==> src/rtl/win_trig_counter_pkg.sv <==
// Shared definitions for the pre/post-trigger window counter.
// Holds the capture FSM state encoding. The encoding is visible on the
// STATE debug port, so the numeric codes are fixed.
package win_trig_counter_pkg;

  localparam int ST_W = 3;

  typedef enum logic [ST_W-1:0] {
    ST_IDLE = 3'd0,
    ST_PRE  = 3'd1,
    ST_WAIT = 3'd2,
    ST_POST = 3'd3,
    ST_DONE = 3'd4
  } state_t;

endpackage

==> src/rtl/win_trig_counter_limit_cnt.sv <==
// Window limit counter: counts qualified samples up to a programmable limit.
// Ports:
//   clk    in  1      clock
//   rst    in  1      asynchronous active-high reset
//   clr    in  1      synchronous clear, has priority over inc
//   inc    in  1      count enable
//   limit  in  CNT_W  target count
//   cnt    out CNT_W  current count
//   hit    out 1      cnt == limit (combinational)
module win_trig_counter_limit_cnt #(
  parameter int CNT_W = 18
) (
  input  logic             clk,
  input  logic             rst,
  input  logic             clr,
  input  logic             inc,
  input  logic [CNT_W-1:0] limit,
  output logic [CNT_W-1:0] cnt,
  output logic             hit
);

  // NOTE: sequential state uses non-blocking (<=) so every register samples
  // the pre-edge values of the others, regardless of block ordering.
  always_ff @(posedge clk or posedge rst) begin
    if (rst) begin
      cnt <= '0;
    end else if (clr) begin
      cnt <= '0;
    end else if (inc) begin
      cnt <= cnt + CNT_W'(1);
    end
  end

  // The owner stops incrementing once hit is seen, so cnt never passes limit.
  assign hit = (cnt == limit);

endmodule

==> src/rtl/win_trig_counter.sv <==
// Pre/post-trigger window counter for the sample-capture path.
// Produces circular sample-memory write addresses and strobes, guarantees
// PRE_DATA samples before a trigger can be accepted, then captures exactly
// POST_DATA samples after the trigger sample and raises WRITE_READY.
// Ports:
//   CLK, RST          clock, asynchronous active-high reset
//   START             level: 0 clears synchronously to IDLE, 1 runs
//   CLK_EN, EVENT_IN  sample tick qualifiers (EVENT_IN only if EVENT_GATED)
//   TRIG_IN           trigger condition
//   FORCE_TRIG        single-cycle forced trigger request
//   PRE_DATA          pre-trigger sample count
//   POST_DATA         post-trigger sample count
//   SAMPLE_WE         write strobe for the sample memory
//   WR_ADDR           address written when SAMPLE_WE=1 (wraps mod 2**ADDR_W)
//   TRIG_ADDR         address of the trigger sample
//   PRE_FULL          pre-trigger quota satisfied
//   TRIGGERED         trigger accepted
//   WRITE_READY       capture complete
//   STATE             FSM state (debug)
module win_trig_counter
  import win_trig_counter_pkg::*;
#(
  parameter int CNT_W       = 18,
  parameter int ADDR_W      = 10,
  parameter bit EVENT_GATED = 1'b1
) (
  input  logic              CLK,
  input  logic              RST,
  input  logic              START,
  input  logic              CLK_EN,
  input  logic              EVENT_IN,
  input  logic              TRIG_IN,
  input  logic              FORCE_TRIG,
  input  logic [CNT_W-1:0]  PRE_DATA,
  input  logic [CNT_W-1:0]  POST_DATA,
  output logic              SAMPLE_WE,
  output logic [ADDR_W-1:0] WR_ADDR,
  output logic [ADDR_W-1:0] TRIG_ADDR,
  output logic              PRE_FULL,
  output logic              TRIGGERED,
  output logic              WRITE_READY,
  output logic [ST_W-1:0]   STATE
);

  state_t           state;
  logic             force_pend;
  logic             tick;
  logic             accept;
  logic             pre_hit;
  logic             post_hit;
  logic [CNT_W-1:0] pre_cnt;
  logic [CNT_W-1:0] post_cnt;

  assign tick = CLK_EN & (EVENT_GATED ? EVENT_IN : 1'b1);

  // The limit edges in PRE and POST are state changes only; no sample is
  // written on them. This is what makes PRE_DATA=0 / POST_DATA=0 write nothing.
  assign SAMPLE_WE = START & tick &
                     (((state == ST_PRE)  & ~pre_hit)  |
                       (state == ST_WAIT)              |
                      ((state == ST_POST) & ~post_hit));

  assign accept = START & tick & (state == ST_WAIT) & (TRIG_IN | force_pend);

  win_trig_counter_limit_cnt #(.CNT_W(CNT_W)) u_pre_cnt (
    .clk   (CLK),
    .rst   (RST),
    .clr   (~START | (state == ST_IDLE)),
    .inc   (SAMPLE_WE & (state == ST_PRE)),
    .limit (PRE_DATA),
    .cnt   (pre_cnt),
    .hit   (pre_hit)
  );

  // Cleared on trigger acceptance so POST starts counting from zero.
  win_trig_counter_limit_cnt #(.CNT_W(CNT_W)) u_post_cnt (
    .clk   (CLK),
    .rst   (RST),
    .clr   (~START | accept),
    .inc   (SAMPLE_WE & (state == ST_POST)),
    .limit (POST_DATA),
    .cnt   (post_cnt),
    .hit   (post_hit)
  );

  always_ff @(posedge CLK or posedge RST) begin
    if (RST) begin
      state       <= ST_IDLE;
      force_pend  <= 1'b0;
      WR_ADDR     <= '0;
      TRIG_ADDR   <= '0;
      PRE_FULL    <= 1'b0;
      TRIGGERED   <= 1'b0;
      WRITE_READY <= 1'b0;
    end else if (!START) begin
      state       <= ST_IDLE;
      force_pend  <= 1'b0;
      WR_ADDR     <= '0;
      TRIG_ADDR   <= '0;
      PRE_FULL    <= 1'b0;
      TRIGGERED   <= 1'b0;
      WRITE_READY <= 1'b0;
    end else begin
      if (SAMPLE_WE) begin
        WR_ADDR <= WR_ADDR + ADDR_W'(1);
      end
      case (state)
        ST_IDLE: state <= ST_PRE;
        ST_PRE: begin
          if (FORCE_TRIG) begin
            force_pend <= 1'b1;
          end
          // Limit compare is not tick-gated: leave PRE as soon as the quota is met.
          if (pre_hit) begin
            state    <= ST_WAIT;
            PRE_FULL <= 1'b1;
          end
        end
        ST_WAIT: begin
          if (accept) begin
            // WR_ADDR here is the address the trigger sample is written to.
            TRIG_ADDR  <= WR_ADDR;
            TRIGGERED  <= 1'b1;
            force_pend <= 1'b0;
            state      <= ST_POST;
          end else if (FORCE_TRIG) begin
            force_pend <= 1'b1;
          end
        end
        ST_POST: begin
          if (post_hit) begin
            state       <= ST_DONE;
            WRITE_READY <= 1'b1;
          end
        end
        ST_DONE: state <= ST_DONE;
        default: begin
          state       <= ST_IDLE;
          force_pend  <= 1'b0;
          PRE_FULL    <= 1'b0;
          TRIGGERED   <= 1'b0;
          WRITE_READY <= 1'b0;
        end
      endcase
    end
  end

  assign STATE = state;

endmodule
==> config.mk <==
export PLATFORM = sky130hd
export DESIGN_NAME = win_trig_counter
export DESIGN_NICKNAME = d
export VERILOG_FILES = /design/src/rtl/win_trig_counter_pkg.sv /design/src/rtl/win_trig_counter_limit_cnt.sv /design/src/rtl/win_trig_counter.sv
export SDC_FILE = /design/constraint.sdc
export NUM_CORES = 1
export LEC_CHECK = 0
export ABC_AREA = 0
export CAP_MARGIN = 15
export CORE_UTILIZATION = 52
export DETAILED_ROUTE_END_ITERATION = 7
export GPL_TIMING_DRIVEN = 1
export PLACE_DENSITY = 0.85
export SYNTH_ARGS = -nofsm -noshare
export SYNTH_HDL_FRONTEND = slang
export SYNTH_HIERARCHICAL = 1
export SYNTH_SLANG_ARGS = --single-unit
==> constraint.sdc <==
create_clock -name CLK -period 4 [get_ports CLK]
set_clock_uncertainty 0.1 [all_clocks]
set_input_delay 0.8 -clock CLK [delete_from_list [all_inputs] [get_ports CLK]]
set_output_delay 0.8 -clock CLK [all_outputs]
set_load 0.01 [all_outputs]
# Word level (Yosys, flattened, before mapping)
# Index checks and enable logic that the tools add are counted.
dict set report word_totals {
  regBits 63
  latch_bits 0
  mem_bits_rw 0
  romBits 0
  output_inout_bits 27
  word_cells 84
  n_memories 0
}
dict set report classes {
  addsub 3
  mul 0
  div 0
  order_cmp 0
  eq_ne 16
  shift 0
  mux 27
  bitwise 17
  reduce_logical 12
}
# operator count
set ops {}
lappend ops {{18-bit two-way mux} 4}
lappend ops {{10-bit two-way mux} 5}
lappend ops {{18-bit by 1-bit adder with 18-bit output, second input constant} 2}
lappend ops {{18-bit == test} 2}
lappend ops {{3-bit one-hot mux with 5 select lines} 1}
lappend ops {{3-bit two-way mux} 4}
lappend ops {{4-bit OR reduction} 3}
lappend ops {{10-bit by 1-bit adder with 10-bit output, second input constant} 1}
lappend ops {{1-bit bitwise AND} 9}
lappend ops {{1-bit two-way mux} 9}
lappend ops {{3-bit != test, second input constant} 3}
lappend ops {{2-bit != test, second input constant} 4}
lappend ops {{2-bit AND reduction} 4}
lappend ops {{3-bit by 2-bit == test with 1-bit output, second input constant} 2}
lappend ops {{2-bit by 1-bit != test with 1-bit output, second input constant} 3}
lappend ops {{1-bit one-hot mux with 2 select lines} 3}
lappend ops {{1-bit bitwise OR} 5}
lappend ops {{2-bit nonzero test} 2}
lappend ops {{3-bit by 1-bit == test with 1-bit output, second input constant} 1}
lappend ops {{3-bit == test, second input constant} 1}
lappend ops {{3-bit zero test} 1}
lappend ops {{1-bit NOT} 3}
lappend ops {{1-bit one-hot mux with 3 select lines} 1}
lappend ops {{3-bit AND reduction} 1}
lappend ops {{3-bit OR reduction} 1}

# Depth between registers and ports, before layout
# Gate-level depths: netlist (run 1).
dict set report depth {
  word_depth 9
  ltp_mapped 14
}

# Modules after synthesis
# Netlist (run 1), hierarchy kept.
# module n_inst cells_each area_per_inst_um2 seq_area_each_um2
set by_module_without_submodules {}
lappend by_module_without_submodules {win_trig_counter_limit_cnt 2 113 1089.8 450.4}
lappend by_module_without_submodules {win_trig_counter 1 140 1363.8 675.6}

# Worst setup path before layout (run 1)
# Ideal clock, no wire load.
dict set report synth_path {
  kind {input-to-reg}
  startpoint {in POST_DATA[5]}
  endpoint {reg u_post_cnt.cnt[14]}
  setup_time_ns 0.126
  t_arrival_ns 3.339
  setup_slack_ns 0.435
  stages 14
  n_path_buf 2
  cell_sequence {xor2_1 > nor4_1 > nand3_1 > nor4_1 > a21boi_2 > o21ai_2 > buf_2 > inv_1 > and3_1 > buf_2 > o2111a_1 > nand3_1 > or3_1 > a21oi_1}
}
dict set report synth_between {
  elab_chain_len 7
}
# item line_no
set synth_rtl {}
lappend synth_rtl {{from (decl)} win_trig_counter.sv:35} ;# input logic [CNT_W-1:0] POST_DATA,
lappend synth_rtl {{18-bit == test} win_trig_counter_limit_cnt.sv:35} ;# assign hit = (cnt == limit);
lappend synth_rtl {{net post_hit} win_trig_counter.sv:50} ;# logic post_hit;
lappend synth_rtl {{1-bit NOT} win_trig_counter.sv:61} ;# ((state == ST_POST) & ~post_hit));
lappend synth_rtl {{1-bit bitwise AND} win_trig_counter.sv:61}
lappend synth_rtl {{1-bit bitwise OR} win_trig_counter.sv:60} ;# (state == ST_WAIT) |
lappend synth_rtl {{1-bit bitwise AND} win_trig_counter.sv:58} ;# assign SAMPLE_WE = START & tick &
lappend synth_rtl {{net SAMPLE_WE} win_trig_counter.sv:36} ;# output logic SAMPLE_WE,
lappend synth_rtl {{1-bit bitwise AND} win_trig_counter.sv:80} ;# .inc (SAMPLE_WE & (state == ST_POST)),
lappend synth_rtl {{2-bit nonzero test (no source line)} -}
lappend synth_rtl {{to (signal assigned)} win_trig_counter_limit_cnt.sv:30} ;# cnt <= cnt + CNT_W'(1);
lappend synth_rtl {{to (decl)} win_trig_counter_limit_cnt.sv:18} ;# output logic [CNT_W-1:0] cnt,
# The timed path passes the listed nets, and every way through them passes these cells.
# A chain may end at the register's enable or synchronous reset.

# Worst setup path in the final report (run 1)
dict set report layout_path {
  startpoint {in POST_DATA[0]}
  endpoint {reg u_pre_cnt.cnt[14]}
}
dict set report layout_between {
  elab_chain_len 7
}
# item line_no
set layout_rtl {}
lappend layout_rtl {{18-bit == test} win_trig_counter_limit_cnt.sv:35}
lappend layout_rtl {{net post_hit} win_trig_counter.sv:50}
lappend layout_rtl {{1-bit NOT} win_trig_counter.sv:61}
lappend layout_rtl {{1-bit bitwise AND} win_trig_counter.sv:61}
lappend layout_rtl {{1-bit bitwise OR} win_trig_counter.sv:60}
lappend layout_rtl {{1-bit bitwise AND} win_trig_counter.sv:58}
lappend layout_rtl {{1-bit bitwise AND} win_trig_counter.sv:69} ;# .inc (SAMPLE_WE & (state == ST_PRE)),
lappend layout_rtl {{2-bit nonzero test (no source line)} -}
lappend layout_rtl {{to (signal assigned)} win_trig_counter_limit_cnt.sv:30}
lappend layout_rtl {{to (decl)} win_trig_counter_limit_cnt.sv:18}
# The timed path passes the listed nets, and every way through them passes these cells.

==> key figures, run 1 <==
Status
  • Status: complete, but fails checks
  • Failing checks: design-rule violations

STA
  • Slew @ Worst Pin: slightly below 0.8 ns
  • Final WS setup: 0.364 ns
  • RSZ-0062 raised after global routing: no
  • Final Hold Fails: 0
  • Fmax: ~0.28 GHz
  • Final min period: approximately 3.6 ns
  • Hold slack: between 0.4 and 0.5 ns
  • Rel. slew slack: around 48%
  • Post-Route Setup TNS: 0 ns
  • Final Setup Violations: 0
  • Period utilization: between 90% and 100%
  • Slew Limit Fails: 0

Worst setup path
  • Worst Path Required: 4.16 ns
  • CP endpoint kind: register
  • Setup slack, reg-to-reg: roughly 0.84 ns
  • Critical path startpoint: POST_DATA[0]
  • Worst r2r src: u_post_cnt/cnt[0]
  • RR Endpoint: u_pre_cnt/cnt[14]
  • CP max FO: 12
  • Critical path startpoint category: input pin
  • Crit Path Class: in2reg
  • Worst EP arrival: 3.80 ns
  • Worst r2r path cells: 13

Die
  • FP Rows: 29
  • Die ar.: slightly above 7000 sq um
  • Die height: between 80 and 90 um
  • Initial Utilization: 54.9%
  • Core Area: between 6000 and 7000 sq um
  • I/O pins: 70
  • Die Wd: about 85 um

Synthesis
  • Ys async rst share: 100%
  • Post-synthesis sequential area ratio: ~44%
  • Area leader, netlist: dfrtp_1
  • Synthesized flop and latch total: between 60 and 70
  • Syn_nets: between 400 and 500
  • Synthesized cell area: 3540 sq um
  • Yosys warns: 6
  • Ranking of synthesized cells by area: dfrtp_1, xor2_1, nand3_1
  • Post-synth top area share: ~44%
  • Post-synth top flop: dfrtp_1
  • Post-synth top cells: dfrtp_1, xor2_1, nand3_1, nor2_1, o21ai_0
  • Yosys cell types: 47
  • Number of flops mapped to enable cells by yosys: 0
  • Cell with the most instances after synthesis: dfrtp_1
  • Post-Synthesis Cells: between 300 and 400
  • Synth Area per Inst: 9.68 sq um

Global route
  • First-pass GRT wire length: 13.9 mm
  • Antenna violations before repair: 0
  • Overall routing resource usage: approximately a quarter
  • Vias in the first global route: 3021
  • Largest net degree at the start of global routing: 30
  • Total grt overflow: 0

Detailed routing
  • Drt initial violations: about 180
  • Antenna Nets Post-Route: 0
  • 1st-pass router iterations: 7
  • WL/cell: 15.5 um
  • Routed WL: around 8.1 mm
  • Drt via density: between 5 and 6
  • DR DRC count: 5
  • DR vias: 2944

Power and ir drop
  • Static leakage power: ~0.002 uW
  • Pwr dens: roughly 290 nW/um^2
  • VDD IR max: roughly 0.28 mV

Finish
  • Final Util: between 70% and 80%
  • Fill count: 486
  • Footprint of the multi-input gates: between 1500 and 2000 sq um
  • N_diodes: 0
  • Layout cell share with drive strength beyond 1: a little over a tenth
  • Area growth, synth to finish: 29.3%
  • Final Cell Area: approximately 4600 sq um
  • NumNets Final: just under 500
  • Seq. cell area: around 1600 sq um

Placed design
  • Detailed-placement wirelength estimate: between 5 and 6 mm
  • Worst slack, placed: -0.0656 ns
  • Placed Area: between 4000 and 5000 sq um
  • PortBufs: 69
  • RePlAce Congestion: roughly 0.81

Job
  • Total of max-cap violations: 0

Clock tree
  • Clk Tree Root Cell: clkbuf_8
  • Skew-Pair Late Insertion Delay: 0.34 ns
  • Post-CTS Hold Buffers: 0
  • CTS tree: yes
  • Clock tree sinks: 63
  • CTS Buf Count: 9
  • Clock slew at reported path FFs: 0.08 ns
  • Number of H-tree levels: 3
  • CTS max path bufs: 2

Min path
  • Hold path cells: 2
  • Hold WC Path Type: reg2reg
  • Worst Hold End: TRIG_ADDR[9]
  • Min-delay src: TRIG_ADDR[9]
==> cell usage in the layout, fill, tap and decap left out, types with 13 or more instances in the layout <==
master	count
o21ai_0	24
a21oi_1	20
dfrtp_1	63
clkdlybuf4s50_1	68
nor2_1	27
xor2_1	44
xnor2_1	13
nand2_1	16
nand3_1	27
inv_1	14
==> sequential cells by signal, summed over array words and instances (netlist names) <==
signal / flops
u_pre_cnt/cnt: 18
u_post_cnt/cnt: 18
WR_ADDR: 10
TRIG_ADDR: 10
PRE_FULL: 1
force_pend: 1
STATE: 3
WRITE_READY: 1
TRIGGERED: 1
==> timing repair <==
action,CTS,global route
setup endpoints to repair,1,1
setup buffers,1,0
gates cloned,0,0
resized for setup,3,4
pin swaps,1,2
==> kinds of logic after synthesis <==
family / synth area share, %
xor gates and xnor gates: 14.1
and+or+nand+nor: 21.9
buffers and inverters: 4.13
DFF: 44.5
adders and majority gates: 1.06
muxes: 1.69
AOI/OAI and AO/OA: 12.6
==> worst max-delay path by stage <==
stage	to	slack [ns]	cells past startpoint
final	u_pre_cnt/cnt[14]	0.36	14
after global routing	u_pre_cnt/cnt[12]	0.09	14
after CTS	SAMPLE_WE	0.005	10
after detailed placement	SAMPLE_WE	-0.07	9
after global placement	SAMPLE_WE	-0.09	9
after floorplan	u_post_cnt/cnt[14]	0.44	14
==> area by class of cell <==
cell class,instances,share of cell area [%]
Multi-Input combinational cell,272,40.7
Sequential cell,63,34.4
Timing Repair Buffer,80,17.1
Clock buffer,11,3.30
Tap cell,77,2.10
Clock inverter,5,1.23
Inverter,14,1.15
==> report_power, final <==
| part | leakage (uW) | internal [uW] | total, uW | switching [uW] |
|---|---|---|---|---|
| combinational | 0.000986 | 58.5 | 108 | 49.5 |
| sequential | 0.000878 | 639 | 644 | 4.80 |
| clock | 0.000105 | 320 | 572 | 251 |
==> worst max-delay path, cell delays in order <==
cell	delay, ns
clkdlybuf4s50_1	0.47
xor2_1	0.21
nor4_2	0.07
nand3_1	0.10
nor4_2	0.05
buf_4	0.15
a21boi_2	0.17
o21ai_2	0.08
buf_4	0.17
nor3b_1	0.39
o2111a_1	0.34
nand3_1	0.23
or3_1	0.41
a21oi_1	0.15
==> stage by stage <==
step	cells	total power, uW
CTS	521	1330
finish	522	1320
global placement	504	758
detailed placement	504	760
floorplan	366	699
global route	522	1370
==> per-layer routing <==
metal | wire [um] | vias up | global-route usage (%)
met5 | 0 | - | 0
met1 | 3580 | 1412 | 31.6
met2 | 4020 | 70 | 41.0
met4 | 122 | 0 | 11.1
li1 | - | 1451 | -
met3 | 361 | 11 | 4.72
Power figures use the tool's default switching activity.
==> run 2: changes to the inputs <==
Settings changed: CTS_CLUSTER_SIZE set to 12.
==> results of run 2 <==
The final DEF is identical to that of run 1; final timing and power are the same.
==> run 3: changes to the inputs <==
Settings changed: CORE_UTILIZATION 52 to 45, PLACE_DENSITY 0.85 to not set, PLACE_DENSITY_LB_ADDON set to 0.08.
==> run 3 against run 2 <==
  * Critical path depth is 4 lower
  * Global-route usage fell by 2.8 points
  * Clock power grew 33%
  * Register-to-register slack barely moved
  * Sequential cell count unchanged
  * The flow now finishes without violations
  * Non-clock buffer count up 2
  * Sequential share of layout area is 0.74 points lower
  * Utilization shrank 8.1 points
  * Via count increased by 0.85%
  * Largest power group is now the clock network
  * Clock-buffer cell count stayed put
==> key figures, run 3 (synthesis results as in run 1) <==
Status
  • Status: completed

STA
  • Final Setup Violations: 0
  • Rel. slew slack: about half
  • Final WS setup: ~0.15 ns
  • Final Hold Fails: 0
  • Slew @ Worst Pin: between 0.7 and 0.8 ns
  • Post-Route Setup TNS: 0 ns
  • RSZ-0062 raised after global routing: no
  • Fmax: roughly 0.26 GHz
  • Slew Limit Fails: 0
  • Period utilization: approximately 96%
  • Final min period: 3.85 ns

Detailed routing
  • Drt initial violations: ~130
  • DR vias: slightly below 3000
  • Routed WL: 8.24 mm
  • Drt via density: about 5.4
  • WL/cell: 15.1 um
  • 1st-pass router iterations: 4
  • DR DRC count: 0
  • Antenna Nets Post-Route: 0

Clock tree
  • Clk Tree Root Cell: clkbuf_8
  • Clock slew at reported path FFs: 0.07 ns
  • CTS max path bufs: 2
  • Post-CTS Hold Buffers: 0
  • Skew-Pair Late Insertion Delay: ~0.34 ns
  • Number of setup buffers added after CTS: 0
  • Number of H-tree levels: 3
  • Clock tree sinks: 63
  • CTS tree: yes
  • CTS Buf Count: 9

Power and ir drop
  • Design Power: between 1500 and 2000 uW
  • Static leakage power: between 0.0015 and 0.002 uW
  • Pwr dens: 324 nW/um^2
  • VDD IR max: 0.212 mV

Global route
  • Antenna violations before repair: 0
  • First-pass GRT wire length: 14.1 mm
  • Largest net degree at the start of global routing: 28
  • Total grt overflow: 0
  • Overall routing resource usage: a little over a fifth
  • Vias in the first global route: approximately 2900

Finish
  • NumNets Final: 488
  • Biggest regs: u_post_cnt/cnt: 18 flops, u_pre_cnt/cnt: 18 flops
  • Layout cell share with drive strength beyond 1: a little over a tenth
  • Layout Cells excl Fill: ~550
  • Commonest non-fill, non-tap cells in the layout: clkdlybuf4s50_1, dfrtp_1, xor2_1
  • N_diodes: 0
  • Area growth, synth to finish: 32.1%
  • Final Cell Area: 4680 sq um
  • Most common cell after layout, fill and taps aside: clkdlybuf4s50_1

Placed design
  • Detailed-placement wirelength estimate: 5.80 mm
  • RePlAce Congestion: about 0.77
  • Worst slack, placed: -0.0469 ns
  • Cells after DPL: about 530
  • Placed Area: roughly 4400 sq um
  • PortBufs: 69

Die
  • FP Rows: 31
  • Die height: between 90 and 100 um
  • I/O pins: 70
  • Die Wd: a little over 90 um
  • Initial Utilization: between 40% and 50%
  • Die ar.: ~8200 sq um
  • Core Area: between 7000 and 8000 sq um

Job
  • Total of max-cap violations: 0

Worst setup path
  • Crit Path Class: in2out
  • Worst Path Required: ~3.1 ns
  • Critical path startpoint: PRE_DATA[14]
  • CP endpoint kind: output pin
  • Worst r2r src: u_pre_cnt/cnt[8]
  • Worst EP arrival: between 2 and 3 ns
  • CP max FO: 2
  • Critical path startpoint category: input pin

Min path
  • Hold WC Path Type: reg2reg
  • Min-delay src: TRIGGERED
-- run 3: cell types whose count changed in the layout (fill, tap and decap cells not counted), sizes merged --
cell	change
dlygate4sd2	+1
bufinv	+3
clkinv	-3
dlymetal6s2s	-1
buf	+2
-- run 3: final cells by class --
cell class / count / area (sq um)
Timing Repair Buffer: 82 / 807
Multi-Input combinational cell: 272 / 1840
Clock inverter: 5 / 128
Inverter: 14 / 52.6
Clock buffer: 11 / 151
Sequential cell: 63 / 1580
Tap cell: 99 / 124
Fill cell: 668 / 2770
-- run 3: critical path, stage by stage --
cell and delay (ns):
clkdlybuf4s50_1 0.42, xor2_1 0.17, nor4_1 0.33, nand3_1 0.11, nor4_1 0.35, buf_4 0.18
nor3b_2 0.05, o21ai_2 0.17, inv_1 0.07, dlygate4sd2_1 0.29
-- run 3: where the power goes --
| part | switching [uW] | internal (uW) | leakage, uW | total, uW |
|---|---|---|---|---|
| sequential | 4.97 | 639 | 0.000878 | 644 |
| combinational | 50.3 | 60.8 | 0.000983 | 111 |
| clock | 251 | 511 | 0.000136 | 762 |
| total | 306 | 1210 | 0.00200 | 1520 |
-- run 3: path summary, 6_finish.rpt --
kind                                     end  slack (ns)  depth (start not counted)
setup / recovery                   SAMPLE_WE        0.15                         10
hold / removal                     TRIGGERED        0.42                          2
max in group asynchronous   u_pre_cnt/cnt[6]        2.47                          2
hold reg to reg                    TRIGGERED        0.42                          2
setup reg to reg           u_pre_cnt/cnt[12]        0.83                         13
min in group asynchronous         WR_ADDR[9]        0.73                          2
-- run 3: per-layer routing --
metal | part of all wire, % | vias to the layer above | wire length [um] | track usage (%)
met5 | 0 | - | 0 | 0
met4 | 1.1 | 0 | 87 | 6.99
met3 | 5.3 | 6 | 435 | 6.82
met2 | 47 | 74 | 3880 | 33.7
met1 | 47 | 1431 | 3840 | 29.4
li1 | - | 1458 | - | -
-- run 3: what timing repair did --
action / CTS / global route
gates resized for setup: 3 / 1
pin swaps: 0 / 0
setup endpoints to repair: 1 / 3
-- run 3: stage by stage --
step | util [%] | hold WS, ns
after floorplan | - | 0.432
after global placement | 58.5 | 0.396
after detailed placement | 58.5 | 0.407
after CTS | 62.4 | 0.423
after global routing | 62.9 | 0.441
final | 62.9 | 0.421
